--- src/rtl/jtag_bs_chain_pkg.sv ---
// Shared types for the boundary-scan data register: output mode encoding
// and the fixed chain geometry limits.
package jtag_bs_chain_pkg;

    typedef enum logic [1:0] {
        DR_TRANSP = 2'd0,
        DR_EXTEST = 2'd1,
        DR_SAFE   = 2'd2,
        DR_HOLD   = 2'd3
    } dr_mode_e;

    localparam int unsigned MIN_WIDTH = 1;

endpackage

--- src/rtl/jtag_bs_chain_bs_slice.sv ---
// One boundary-scan cell: a capture/shift flop feeding an update (hold) flop.
// Strobes arrive already qualified by select, priority and mode from the top.
module bs_slice #(
    parameter logic RST_BIT       = 1'b0,
    parameter logic CAPT_MASK_BIT = 1'b0,
    parameter logic CAPT_FIX_BIT  = 1'b0
) (
    input  logic tck_i,
    input  logic trst_ni,
    input  logic capture_i,
    input  logic shift_i,
    input  logic update_i,
    input  logic data_i,
    input  logic ser_i,
    output logic sr_o,
    output logic upd_o
);

    logic sr_q;
    logic sr_d;
    logic upd_q;
    logic upd_d;

    always_comb begin
        sr_d  = sr_q;
        upd_d = upd_q;
        if (capture_i) begin
            sr_d = CAPT_MASK_BIT ? CAPT_FIX_BIT : data_i;
        end else if (shift_i) begin
            sr_d = ser_i;
        end
        // Update copies the pre-edge shift value, independent of capture/shift.
        if (update_i) begin
            upd_d = sr_q;
        end
    end

    always_ff @(posedge tck_i) begin
        if (!trst_ni) begin
            sr_q  <= 1'b0;
            upd_q <= RST_BIT;
        end else begin
            sr_q  <= sr_d;
            upd_q <= upd_d;
        end
    end

    assign sr_o  = sr_q;
    assign upd_o = upd_q;

endmodule

--- src/rtl/jtag_bs_chain.sv ---
// WIDTH-cell boundary-scan data register with shift-length checking and a
// selectable parallel output mode (transparent / extest / safe / hold).
module jtag_bs_chain
    import jtag_bs_chain_pkg::*;
#(
    parameter int unsigned       WIDTH     = 16,
    parameter int unsigned       CNT_W     = 8,
    parameter logic [WIDTH-1:0]  RESET_VAL = '0,
    parameter logic [WIDTH-1:0]  SAFE_VAL  = '0,
    parameter logic [WIDTH-1:0]  CAPT_MASK = '0,
    parameter logic [WIDTH-1:0]  CAPT_FIX  = '0
) (
    input  logic             tck_i,
    input  logic             trst_ni,
    input  logic             sel_i,
    input  logic             capture_dr_i,
    input  logic             shift_dr_i,
    input  logic             update_dr_i,
    input  logic [1:0]       mode_i,
    input  logic [WIDTH-1:0] data_i,
    input  logic             tdi_i,
    output logic [WIDTH-1:0] data_o,
    output logic             tdo_o,
    output logic [CNT_W-1:0] shift_cnt_o,
    output logic             len_err_o
);

    localparam logic [CNT_W-1:0] CNT_MAX   = '1;
    localparam logic [CNT_W-1:0] CNT_WIDTH = CNT_W'(WIDTH);

    dr_mode_e mode;
    logic     cap_en;
    logic     shift_en;
    logic     upd_en;

    assign mode     = dr_mode_e'(mode_i);
    assign cap_en   = sel_i & capture_dr_i;
    assign shift_en = sel_i & shift_dr_i & ~capture_dr_i;
    assign upd_en   = sel_i & update_dr_i & (mode != DR_HOLD);

    // chain[WIDTH] is TDI; chain[i] is the shift bit of cell i, chain[0] drives TDO.
    logic [WIDTH:0]   chain;
    logic [WIDTH-1:0] upd_bits;

    assign chain[WIDTH] = tdi_i;

    generate
        for (genvar gi = 0; gi < WIDTH; gi++) begin : g_cell
            bs_slice #(
                .RST_BIT      (RESET_VAL[gi]),
                .CAPT_MASK_BIT(CAPT_MASK[gi]),
                .CAPT_FIX_BIT (CAPT_FIX[gi])
            ) u_slice (
                .tck_i    (tck_i),
                .trst_ni  (trst_ni),
                .capture_i(cap_en),
                .shift_i  (shift_en),
                .update_i (upd_en),
                .data_i   (data_i[gi]),
                .ser_i    (chain[gi+1]),
                .sr_o     (chain[gi]),
                .upd_o    (upd_bits[gi])
            );
        end
    endgenerate

    logic [CNT_W-1:0] cnt_q;
    logic [CNT_W-1:0] cnt_d;
    logic             len_err_q;
    logic             len_err_d;

    always_comb begin
        cnt_d     = cnt_q;
        len_err_d = len_err_q;
        if (cap_en) begin
            cnt_d     = '0;
            len_err_d = 1'b0;
        end else if (shift_en && (cnt_q != CNT_MAX)) begin
            cnt_d = cnt_q + 1'b1;
        end
        // A saturated count can never equal WIDTH, so overlong shifts still flag.
        if (upd_en) begin
            len_err_d = (cnt_q != CNT_WIDTH);
        end
    end

    always_ff @(posedge tck_i) begin
        if (!trst_ni) begin
            cnt_q     <= '0;
            len_err_q <= 1'b0;
        end else begin
            cnt_q     <= cnt_d;
            len_err_q <= len_err_d;
        end
    end

    always_comb begin
        data_o = upd_bits;
        unique case (mode)
            DR_TRANSP: data_o = data_i;
            DR_EXTEST: data_o = upd_bits;
            DR_SAFE:   data_o = SAFE_VAL;
            DR_HOLD:   data_o = upd_bits;
            default:   data_o = upd_bits;
        endcase
    end

    assign tdo_o       = chain[0];
    assign shift_cnt_o = cnt_q;
    assign len_err_o   = len_err_q;

endmodule

--- config.mk ---
export PLATFORM = sky130hd
export DESIGN_NAME = jtag_bs_chain
export DESIGN_NICKNAME = d
export VERILOG_FILES = /design/src/rtl/jtag_bs_chain_pkg.sv /design/src/rtl/jtag_bs_chain_bs_slice.sv /design/src/rtl/jtag_bs_chain.sv
export SDC_FILE = /design/constraint.sdc
export NUM_CORES = 1
export LEC_CHECK = 0
export CORE_AREA = 2 2 69 71
export DETAILED_ROUTE_END_ITERATION = 10
export DIE_AREA = 0 0 71 73
export HOLD_SLACK_MARGIN = 0.06
export PLACE_DENSITY = 0.82
export REMOVE_ABC_BUFFERS = 1
export SLEW_MARGIN = 25
export SYNTH_ARGS = -nofsm -noshare
export SYNTH_HDL_FRONTEND = slang
export SYNTH_SLANG_ARGS = --single-unit
--- constraint.sdc ---
create_clock -name tck_i -period 1.51 [get_ports tck_i]
set_input_delay 0.302 -clock tck_i [delete_from_list [all_inputs] [get_ports tck_i]]
set_output_delay 0.302 -clock tck_i [all_outputs]
set_load 0.05 [all_outputs]
# Word-level counts from Yosys, hierarchy flattened

Cells that the tools add are included.

Bits in registers: 41
Latch bits: 0
Memory bits (writable): 0
ROM bits: 0
Input bits: 25
Output and inout port bits: 26
Logic and storage cells: 89
Memories: 0

Add/subtract/negate cells: 1
Multipliers: 0
Div/mod/pow operators: 0
$lt $le $gt $ge: 0
Eq/ne operators: 6
Shifts and indexed selects: 0
Multiplexer cells: 35
Bitwise logic cells: 7
Reduce and logical (&&, ||, !) cells: 6

Operators with widths:

| cell                  | count |
|---|---|
| $pmux W16 S3          | 1 |
| $mux W1               | 34 |
| $add A8 B1 Y8 const B | 1 |
| $ne A8 B5 Y1 const B  | 1 |
| $ne A8 B8 Y1 const B  | 1 |
| $and A1 B1 Y1         | 5 |
| $eq A2 B2 Y1 const B  | 2 |
| $reduce_bool A2 Y1    | 2 |
| $reduce_or A2 Y1      | 2 |
| $eq A2 B1 Y1 const B  | 1 |
| $logic_not A2 Y1      | 1 |
| $ne A2 B2 Y1 const B  | 1 |
| $not A1 Y1            | 2 |
| $logic_and A1 B1 Y1   | 1 |

# Longest topological paths before layout

Depth after elaboration: 4
Depth in mapped cells: 6
Depth with buffers taken out: 5

# Modules after synthesis

From an unflattened synthesis, not the netlist that was laid out.

Cells, all modules: 191
Area, all modules: 2010.7 um^2

By module, submodules not included:

| module        | times used | cells an instance | area each (um^2) | sequential area each (um^2) |
|---|---|---|---|---|
| bs_slice      | 16         | 7                 | 83.8             | 40.0 |
| jtag_bs_chain | 1          | 79                | 669.4            | 180.2 |

# Worst setup path after synthesis

OpenSTA, ideal clock, no wires.

Path type: input to output
Start: in mode_i[0]
End: out data_o[3]
Data arrival time: 1.701 ns
Required time: 1.208 ns
Path slack: -0.493 ns
Stages: 3
Cells stage by stage: clkbuf_1 nand2b_1 o21ai_0

Longest elaborated chain between the ends: 3
Elaborated cells on any way between the ends: 6
Those cells by class: eq/ne: 3; mux: 1; reduce/logical: 2

RTL lines:

| element                                      | RTL line            | text |
|---|---|---|
| start: declaration                           | jtag_bs_chain.sv:19 | `input logic [1:0] mode_i,` |
| $eq A2 B2 Y1 or $eq A2 B1 Y1 (tied branches) | jtag_bs_chain.sv:99 | `unique case (mode)` |
| $reduce_or A2 Y1 (no line)                   | --                  |  |
| $pmux W16 S3 *                               | jtag_bs_chain.sv:99 |  |
| end: declaration                             | jtag_bs_chain.sv:22 | `output logic [WIDTH-1:0] data_o,` |

Every way passes the cells marked *; elsewhere a longest branch is shown, timed or not.

# Worst setup path in the final report

Start: in capture_dr_i
End: reg g_cell[14].u_slice.sr_q

Longest elaborated chain between the ends: 3
Elaborated cells on any way between the ends: 5
Those cells by class: mux: 1; bitwise: 3; reduce/logical: 1

RTL lines:

| element                      | RTL line                     | text |
|---|---|---|
| start: declaration           | jtag_bs_chain.sv:16          | `input logic capture_dr_i,` |
| $not A1 Y1                   | jtag_bs_chain.sv:38          | `assign shift_en = sel_i & shift_dr_i & ~capture_dr_i;` |
| $and A1 B1 Y1                | jtag_bs_chain.sv:38          |  |
| $reduce_bool A2 Y1 (no line) | --                           |  |
| end signal: assignment       | jtag_bs_chain_bs_slice.sv:43 | `sr_q <= sr_d;` |
| end: declaration             | jtag_bs_chain_bs_slice.sv:19 | `logic sr_q;` |

Parallel ways exist; a longest one is shown, timed or not.
A chain may end at the register's enable or synchronous reset.

==> flow_summary.toml <==
[run_status]
failed_checks = "negative setup slack"
status = "finished with violations"

[setup_path]
start_kind = "primary input"
crit_type = "primary input to register"
cp_max_fo = 11
critPathArrivalTime_ns = 1.71
endpoint_kind = "register"
cp.required_ns = 1.70

[die]
start_util = 0.457
rows = 25
die_x_um = 71
die_h_um = 73
die_area_um2 = 5180
ios = 51
core_um2 = 4540

[sta]
max_freq_ghz = 0.658
finalSetupViolCount = 2
fin_crit_ns = 1.52
tns_ns = -0.0118
worstMarginPinSlew_ns = 0.297
period_share = 1.01
finalHoldViolations = 0
slew-limit-headroom = 0.800
layout_setup_ws_ns = -0.00997
finalMaxSlewViolations = 0
fin_worst_skew_ns = 0.00502

[global_route]
grt_util_met1 = 0.298
antenna_found_initial = 0
grt_overflow = 0
grt.total_usage = 0.261
grt_pass1_vias = 2341
gr-usage-met2 = 0.464
grt_pass1_wl_mm = 10.7
grt_start_max_net_pins = 26
use_met3 = 0.0649
top_usage_layer = "met2"

[finish]
layout-drive-gt1-share = 0.286
multi_input_area_um2 = 1190
num_antenna_cells = 0
area_growth_syn_to_layout_pct = 68.4
utilization = 0.769
final_nets = 399
seqCellArea_um2 = 821
fillers = 305
design_area_um2 = 3490

[placement]
gp_congestion = 0.800
place_ws_ns = -0.392
place_area_um2 = 3330
port_buffers = 50
dp_hpwl_mm = 4.54

[flow_run]
maxCapViolCount = 0

[clocking]
clk_pin_slew_ns = 0.07
tritoncts = "yes"
clockBufferDepth = 2
clk_latency_ns = 0.30
clock_sinks = 41
root_buffer = "clkbuf_8"
cts_inserted_buffers = 5
htree_levels = 2
post-cts-setup-buffer-count = 0

[hold_path]
hp-class = "register to register"

[routing]
drtIter0Drc = 271
first_pass_iters = 5
via_per_inst = 5.67
wl_mm = 6.89
vias = 2409
ant_nets = 0
drc_errors = 0
wire_per_inst_um = 16.2

[pwr]
peakVddDrop_v = 0.000428
p_int_uw = 1770
switching_share = 0.295
p_leak_uw = 0.00160
p_clk_frac = 0.272
p_seq_frac = 0.464
switchingPower_uw = 740
p_per_area_nw_per_um2 = 719
p_comb_frac = 0.264

[synth]
ys_types = 33
syn_inst = 270
syn-cell-area_um2 = 2070
yosysWarnings = 0
synth.avg_cell_area_um2 = 7.67
ys_ff_latch = 41
yosysSeqAreaShare = 0.396
[through the flow]
stage / hold WS, ns / total power (uW) / std cells
final: 0.467 / 2510 / 425
after global routing: 0.496 / 2580 / 425
after CTS: 0.469 / 2480 / 424
after detailed placement: 0.458 / 1820 / 417
after global placement: 0.451 / 1800 / 417
after floorplan: 0.391 / 1410 / 251
[placed cells by master, fill, tap and decap left out, types with 4 or more instances in the layout]
| cell type | netlist | layout |
|---|---|---|
| a21boi_0 | 17 | 17 |
| buf_12 | 0 | 30 |
| buf_4 | 0 | 58 |
| clkbuf_8 | 0 | 5 |
| clkdlybuf4s50_1 | 0 | 5 |
| dfxtp_1 | 41 | 41 |
| dlygate4sd2_1 | 0 | 13 |
| dlymetal6s2s_1 | 0 | 4 |
| inv_1 | 4 | 4 |
| nand2_1 | 69 | 68 |
| nand2b_1 | 16 | 16 |
| nand3_1 | 34 | 34 |
| nor2_1 | 8 | 8 |
| o211a_1 | 15 | 15 |
| o21ai_0 | 20 | 4 |
| o21ai_1 | 1 | 16 |
[area by class of cell]
class                      count  share of cell area
clock buffer                   5              0.0197
clock inverter                 1             0.00143
inverter                       4             0.00430
multi-input combinational    206               0.340
sequential                    41               0.235
tap                           54              0.0194
timing repair buffer         114               0.380
[power by group through the flow]
stage	clock network [uW]	registers (uW)	logic, uW
3_5_place_dp	0	1190	631
4_1_cts	680	1160	640
3_3_place_gp	0	1180	613
6_report	682	1160	662
5_1_grt	717	1170	699
2_1_floorplan	0	1190	219
[worst max-delay path: stages]
cell             delay (ns)
clkdlybuf4s50_1        0.54
buf_4                  0.20
nand2_1                0.12
buf_4                  0.20
nand2_1                0.11
nand3_1                0.10
o211a_1                0.13
[per-layer routing]
| layer | wire length, um | up-vias |
|---|---|---|
| met4 | 197 | 0 |
| met1 | 2650 | 1138 |
| met3 | 497 | 22 |
| li1 | - | 1135 |
| met5 | 0 | - |
| met2 | 3550 | 114 |
[synthesized netlist by cell type (all sizes together)]
master	instances	area, um^2
o211a	15	150
nand3	35	180
o21ai	21	105
ha	2	25.0
and3	2	12.5
nand2	69	259
nor3	1	5.00
nor2	8	30.0
buf	10	47.6
o211ai	1	7.51
inv	4	15.0
o31ai	1	7.51
dfxtp	41	821
a21oi	3	15.0
clkbuf	9	35.0
nand4	2	18.8
or3	2	12.5
and3b	1	8.76
o21a	2	15.0
nand2b	16	100
a21boi	17	128
and4b	1	10.0
mux2i	2	20.0
o41ai	1	8.76
a2111oi	1	8.76
xnor2	1	8.76
xor2	1	8.76
o2111ai	1	8.76
[kinds of logic (layout without fill, tap and decap cells)]
logic type	Yosys count	count (layout)	share of synthesized area
fa+ha+maj	2	2	0.0121
simple gates	137	137	0.307
flops	41	41	0.396
xor+xnor	2	2	0.00846
compound gates	63	63	0.219
mux	2	2	0.00966
buf+inv	23	124	0.0471
[path summary, 6_finish.rpt]
kind | startpoint | end | slack [ns] | cells past startpoint
min | g_cell[0].u_slice.upd_o | g_cell[0].u_slice.upd_o | 0.47 | 2
min reg2reg | g_cell[0].u_slice.upd_o | g_cell[0].u_slice.upd_o | 0.47 | 2
max | capture_dr_i | g_cell[14].u_slice.sr_o | -0.01 | 7
max reg2reg | shift_cnt_o[0] | shift_cnt_o[6] | 0.09 | 5
[timing repair]
action | CTS | global route
resized for setup | 39 | 14
endpoints found under the setup margin | 16 | 31
pin swaps | 8 | 2
cloned | 1 | 1
hold buffers | 0 | 0
[registers in the layout, summed over array words and instances, names as in the netlist]
| register | flops |
|---|---|
| g_cell.u_slice.upd_o | 16 |
| shift_cnt_o | 8 |
| g_cell.u_slice.sr_o | 16 |
| len_err_o | 1 |
No activity file was read; power rests on OpenSTA's default activity.
